===== src/rtl/ins_stream_gen.sv =====
// Instruction stream generator: frames buffered instructions between
// start/stop control words, follows stop with a pipeline-drain gap and
// can send standalone end words between frames.
module ins_stream_gen #(
  parameter int unsigned bus_width = 32,
  parameter int unsigned phases    = 5,
  parameter int unsigned depth     = 8
) (
  input  logic                     clock,
  input  logic                     reset,
  input  logic                     start_req,
  input  logic [16:0]              start_field,
  input  logic                     stop_req,
  input  logic [18:0]              stop_field,
  input  logic                     end_req,
  input  logic [18:0]              end_field,
  input  logic                     ins_valid,
  input  logic [bus_width-1:0]     ins_data,
  output logic                     ins_ready,
  output logic [bus_width-1:0]     ins_out,
  output logic                     wait_for_next_out,
  output logic                     busy,
  output logic                     frame_done,
  output logic                     illegal_ins,
  output logic [$clog2(depth):0]   fifo_count
);

  localparam int unsigned aw = $clog2(depth);
  localparam int unsigned cw = aw + 1;
  localparam int unsigned dw = $clog2(phases + 1);

  typedef enum logic [2:0] {IDLE, START, STREAM, STOP, DRAIN} state_t;

  state_t               state;
  logic [bus_width-1:0] mem [depth];
  logic [aw-1:0]        wr_ptr;
  logic [aw-1:0]        rd_ptr;
  logic [cw-1:0]        count;
  logic                 stop_latched;
  logic [16:0]          start_q;
  logic [18:0]          stop_q;
  logic [dw-1:0]        drain_cnt;

  logic push_try;
  logic is_ctrl;
  logic push;
  logic pop;
  logic stop_pend;
  logic fifo_empties;

  // Push/pop qualification and the frame-close condition
  always_comb begin
    push_try     = ins_valid && ins_ready;
    is_ctrl      = (ins_data[31:26] == 6'h3F);
    push         = push_try && !is_ctrl;
    pop          = (state == STREAM) && (count != '0);
    stop_pend    = stop_latched || stop_req;
    // Close only when nothing is left after this cycle's pop; a push landing
    // on an already-empty FIFO is left for the next frame.
    fifo_empties = (count == '0) || ((count == cw'(1)) && !push);
  end

  assign ins_ready  = (count != cw'(depth));
  assign fifo_count = count;

  // FIFO storage (no reset needed on the data array)
  always_ff @(posedge clock) begin
    if (push) mem[wr_ptr] <= ins_data;
  end

  // FIFO pointers and occupancy
  always_ff @(posedge clock) begin
    if (reset) begin
      wr_ptr <= '0;
      rd_ptr <= '0;
      count  <= '0;
    end else begin
      if (push) wr_ptr <= wr_ptr + aw'(1);
      if (pop)  rd_ptr <= rd_ptr + aw'(1);
      if (push && !pop)      count <= count + cw'(1);
      else if (!push && pop) count <= count - cw'(1);
    end
  end

  // Framing FSM with registered bus outputs
  always_ff @(posedge clock) begin
    if (reset) begin
      state             <= IDLE;
      ins_out           <= '0;
      wait_for_next_out <= 1'b1;
      busy              <= 1'b0;
      frame_done        <= 1'b0;
      illegal_ins       <= 1'b0;
      stop_latched      <= 1'b0;
      start_q           <= '0;
      stop_q            <= '0;
      drain_cnt         <= '0;
    end else begin
      wait_for_next_out <= 1'b1;
      frame_done        <= 1'b0;
      illegal_ins       <= push_try && is_ctrl;
      case (state)
        IDLE: begin
          if (start_req) begin
            start_q <= start_field;
            busy    <= 1'b1;
            state   <= START;
          end else if (end_req) begin
            ins_out           <= bus_width'({6'h3F, 2'b00, 5'b0, end_field});
            wait_for_next_out <= 1'b0;
          end
        end
        START: begin
          ins_out           <= bus_width'({6'h3F, 2'b10, start_q, 7'b0});
          wait_for_next_out <= 1'b0;
          if (stop_req && !stop_latched) begin
            stop_latched <= 1'b1;
            stop_q       <= stop_field;
          end
          state <= STREAM;
        end
        STREAM: begin
          if (stop_req && !stop_latched) begin
            stop_latched <= 1'b1;
            stop_q       <= stop_field;
          end
          if (pop) begin
            ins_out           <= mem[rd_ptr];
            wait_for_next_out <= 1'b0;
          end
          if (stop_pend && fifo_empties) state <= STOP;
        end
        STOP: begin
          ins_out           <= bus_width'({6'h3F, 2'b11, 5'b0, stop_q});
          wait_for_next_out <= 1'b0;
          drain_cnt         <= dw'(phases);
          state             <= DRAIN;
        end
        DRAIN: begin
          if (drain_cnt == '0) begin
            state        <= IDLE;
            busy         <= 1'b0;
            frame_done   <= 1'b1;
            stop_latched <= 1'b0;
          end else begin
            drain_cnt <= drain_cnt - dw'(1);
          end
        end
        default: state <= IDLE;
      endcase
    end
  end

endmodule


===== config.mk =====
export PLATFORM = sky130hd
export DESIGN_NAME = ins_stream_gen
export DESIGN_NICKNAME = d
export VERILOG_FILES = /design/src/rtl/ins_stream_gen.sv
export SDC_FILE = /design/constraint.sdc
export NUM_CORES = 1
export LEC_CHECK = 0
export CAP_MARGIN = 20
export CORE_UTILIZATION = 50
export CTS_CLUSTER_DIAMETER = 40
export DETAILED_ROUTE_END_ITERATION = 6
export PLACE_DENSITY_LB_ADDON = 0.3
export SLEW_MARGIN = 20
export SYNTH_ARGS = -nofsm -noshare
export SYNTH_HDL_FRONTEND = slang
export SYNTH_SLANG_ARGS = --single-unit
export TNS_END_PERCENT = 10

===== constraint.sdc =====
create_clock -name clock -period 11 [get_ports clock]
set_input_delay 2.75 -clock clock [delete_from_list [all_inputs] [get_ports clock]]
set_output_delay 2.75 -clock clock [all_outputs]
set_load 0.02 [all_outputs]

Word level (Yosys, flattened, before mapping)
Memory sizes are Yosys's and may differ from the RTL's. A register that Yosys moved wholly into a read port is not among the register bits.
Index checks and enable logic that the tools add are counted.

operators by class
  $add $sub $neg = 5
  equality and inequality tests = 15
  mux-type cells = 26
  bitwise gates (word level) = 1
  reductions and logical operators = 34

operators by type and width
  kind                                                   number
  case mux 32 bit (4 select lines)                       1
  2-to-1 mux 32 bit                                      3
  2-to-1 mux 3 bit                                       6
  case mux 3 bit (5 select lines)                        1
  inequality test 2 bit, second input constant           6
  logical AND 1 bit                                      9
  2-to-1 mux 1 bit                                       9
  AND reduction 3 bit                                    3
  2-to-1 mux 4 bit                                       2
  nonzero test 2 bit                                     4
  nonzero test 4 bit                                     2
  adder 3 x 1 -> 3 bit, second input constant            2
  equality test 3 x 2 -> 1 bit, second input constant    2
  equality test 6 bit, second input constant             1
  logical NOT 3 bit                                      2
  case mux 3 bit (2 select lines)                        1
  AND reduction 2 bit                                    3
  OR reduction 2 bit                                     3
  adder 4 x 1 -> 4 bit, second input constant            1
  equality test 4 x 1 -> 1 bit, second input constant    1
  logical NOT 1 bit                                      4
  logical NOT 4 bit                                      1
  inequality test 2 x 1 -> 1 bit, second input constant  2
  inequality test 4 bit, second input constant           1
  other kinds (9)                                        11

word-level totals
  flip-flop bits (word level) = 89
  bits in writable memories = 256
  memories kept = 1

memories
  name  words  bits a word  rd ports  clocked after Yosys merged registers in  write ports  RTL line  RTL
  mem   8      32           1         1                                        1            35        logic [bus_width-1:0] mem [depth];

Longest topological paths before layout
  depth after elaboration = 9
  depth in mapped cells = 11

Least setup slack after synthesis
OpenSTA, ideal clock, no wires.

  kind = input -> register
  start point = input ins_data[28]
  end point = memory mem[0][0], enable pin
  library setup time = 0.503 ns
  arrival time = 6.268 ns
  setup slack = 4.229 ns
  cell stages on the path = 3
  path buffers = 0
  cells stage by stage = nand4_1 -> o211ai_1 -> nor4_1

between the ends
  word-level cells in the longest chain between the ends = 5

RTL lines
  element                                 RTL line  RTL
  start, declared                         18        input logic [bus_width-1:0] ins_data,
  equality test 6 bit                     54        is_ctrl = (ins_data[31:26] == 6'h3F);
  logical NOT 1 bit                       55        push = push_try && !is_ctrl;
  logical AND 1 bit                       55
  2-to-1 mux 1 bit                        68        if (push) mem[wr_ptr] <= ins_data;
  2-to-1 mux 1 bit (not written as such)  68
  end, declared                           35

Every way passes these cells.

Final worst setup path
  start point = register count[0], in the netlist fifo_count[0]
  end point = output ins_ready

between the ends
  word-level cells in the longest chain between the ends = 1

RTL lines
  element                 RTL line  RTL
  start, declared         38        logic [cw-1:0] count;
  start signal, assigned  80        if (push && !pop) count <= count + cw'(1);
  start signal, assigned  81        else if (!push && pop) count <= count - cw'(1);
  inequality test 4 bit   63        assign ins_ready = (count != cw'(depth));
  end, declared           19        output logic ins_ready,

Every way passes these cells.

==> results_dict.tcl <==
set metrics [dict create \
    slew_headroom_pct 34.3 \
    fin_skew_ps 15.1 \
    critical-path-top-delay-family "buffers and inverters" \
    grt_max_degree 61 \
    min_path_type "flop to flop" \
    fin_ws_ps 6080 \
    place_ws_ps 5600 \
    power.leakage_nw 5.56 \
    ys.warnings.count 0 \
    wl_um 31600 \
    critPathKind "flop to output port" \
    grt_pass1_vias 8522 \
    post_cts_buffers 0 \
    ios 134 \
    p_per_area_nw_per_um2 232 \
    status "finished clean" \
    drv_slew 0 \
    slowest_delay_ps 670 \
    clock-root-buffer "clkbuf_16" \
    synth_edf_count 256 \
    gr-usage-all-layers_pct 22.4 \
    postSynthAreaPerCell_um2 15.1 \
    drv_cap 0 \
    slowest_stage "clkdlybuf4s50_1" \
    initial_utilization_pct 51.4 \
    setup_violations 0 \
    path_cells "inv_1 -> ha_1 -> nand3b_1 -> clkdlybuf4s50_1" \
    crit_path_max_fanout 7 \
    ys_async_sr_fraction_pct 0 \
    grt_first_pass_wirelength_um 48700 \
    globalplace.congestion 0.818 \
    drive_gt1_share_pct 15.2 \
    dieArea_um2 28700 \
    finalHoldViolations 0 \
    synth_cell_type_count 62 \
    drcViolationCount 0 \
    ys_seq_elements 348 \
    area_growth_pct 22.1 \
    cts_num_sinks 348 \
    dpl.hpwl_um 19400 \
    vias_per_cell 5.77 \
    tightest_slew_ps 985 \
    max_freq_mhz 203 \
    cts_resized 0 \
    antenna_cells 0 \
    end_kind "output port" \
    first_pass_iters 7 \
    synth_ff_type "edfxtp_1" \
    drt_iter0_markers 754 \
    final.setup.tns_ps 0 \
    ant_nets 0 \
    rows 60 \
    arrival_ps 2170 \
    rsz0062_at_grt "false" \
    avgRoutedWirePerCell_um 21.5 \
    postCtsHoldBufs 0 \
    finalNetCount 1170 \
    antenna_found_initial 1 \
    fin_crit_ps 4920 \
    die_w_um 169 \
    ys_seq_area_share_pct 68.0 \
    syn-instance-count 930 \
    cts_tree "yes" \
    vias 8477 \
    core_region_area_um2 27300 \
    cts_made_buffers 43 \
    gr-total-overflow 0 \
    netlist_area_um2 14000 \
    portBuffers 133 \
    fin_crit_sh_pct 44.8 \
    crit_buf_inv 2 \
    clock_path_buffers 3 \
    clock_latency_ps 530 \
    die_h_um 169 \
    htreeDepth 2 \
    clkTransAtPathRegs_ps 60 \
    peakVddDrop_uv 120 \
    worstSetupStartpointType "flop" \
    syn_nets 1032 \
    cp.required_ps 8250 \
]
registers in the layout (all words and copies together), names as in the netlist, 3 cells and up, named ones only:
register and cells:
drain_cnt 3, fifo_count 4, ins_out 32, mem 256
rd_ptr 3, start_q 17, state 3, stop_q 19
wr_ptr 3
through the flow:
stage | cells | utilization, % | power [mW] | cell area (µm²) | hold WS [ps]
after floorplan | 930 | - | 2.29 | 14000 | 437
after global placement | 1394 | 57.5 | 2.59 | 15700 | 444
after detailed placement | 1395 | 57.6 | 2.61 | 15700 | 449
after CTS | 1469 | 62.8 | 3.98 | 17100 | 459
after global routing | 1469 | 62.8 | 4.13 | 17100 | 478
final | 1469 | 62.8 | 3.96 | 17100 | 457
cell usage in the layout, fill, tap and decap left out, drive strengths merged, types with 8 or more instances in the layout:
cell,synthesis,final
dfxtp,92,92
buf,31,18
o21ai,17,17
o22ai,22,22
nor2,56,56
mux2i,74,74
clkbuf,26,48
edfxtp,256,256
nand2b,11,11
nand2,58,58
mux2,20,20
mux4,35,35
a21o,12,12
clkdlybuf4s50,0,132
a211oi,13,13
inv,15,21
a21oi,61,61
nand4,8,8
o32a,12,12
ha,9,9
a22oi,9,9
a31oi,11,11
clkinv,1,12
nand3,8,8
area by class of cell:
class	instances	area, µm²
clock buffer	48	1140
inverter	16	62.6
clock inverter	26	270
timing repair buffer	150	1470
sequential	348	9540
tap	372	465
fill	2004	10100
multi-input combinational	509	4160
kinds of logic after synthesis:
logic type,synth area share (%)
mux,12.5
fa+ha+maj,0.804
simple gates,5.68
flops,68.0
xor+xnor,0.375
compound gates,9.89
buf+inv,2.73
synthesized netlist by cell type, drive strengths merged (3+ instances only):
library cell / n / area share, %
ha: 9 / 0.80
a21oi: 61 / 2.2
a22oi: 9 / 0.48
a2111oi: 3 / 0.23
o22ai: 22 / 0.98
xor2: 4 / 0.25
o2111ai: 5 / 0.31
a31oi: 11 / 0.49
dfxtp: 92 / 13
o21bai: 7 / 0.37
nor2: 56 / 1.6
buf: 31 / 1.6
o32ai: 4 / 0.25
nand2: 58 / 1.6
and2: 3 / 0.13
o32a: 12 / 0.86
mux2: 20 / 1.6
inv: 15 / 0.42
or3: 3 / 0.13
a21o: 12 / 0.64
nand4: 8 / 0.36
o31ai: 3 / 0.16
mux2i: 74 / 5.3
nor3: 6 / 0.21
a32o: 3 / 0.21
o21ai: 17 / 0.61
o311a: 6 / 0.43
edfxtp: 256 / 55
a211oi: 13 / 1.1
mux4: 35 / 5.6
clkbuf: 26 / 0.71
nand2b: 11 / 0.54
nand3: 8 / 0.29
nor2b: 6 / 0.27
worst reg2reg max path: cells and delay by family (launching register included):
kind            cells  cell delay, ps
flops               1             740
simple gates        4            1530
buf+inv             1             160
compound gates      1             180
fa+ha+maj           1             290
xor+xnor            1             130
final timing paths:
check,from,to,slack (ps),cells after the start
worst min register to register,start_q[1],start_q[1],460,2
worst max register to register,state[1],fifo_count[3],7840,8
worst max-delay path,fifo_count[0],ins_ready,6080,4
worst min-delay path,start_q[1],start_q[1],460,2
layer usage:
metal	global-route usage, %	share of wire, %	up-vias
met5	0	0.035	-
met4	6.62	2.2	2
met3	5.15	7.8	60
met2	35.5	46	341
met1	31.1	44	4175
li1	-	-	3899
power by group:
| group | internal [mW] | switching [mW] |
|---|---|---|
| registers | 1.56 | 0.0933 |
| clock network | 0.843 | 0.536 |
| logic | 0.410 | 0.519 |
| total | 2.81 | 1.15 |
Power figures use the tool's default switching activity.
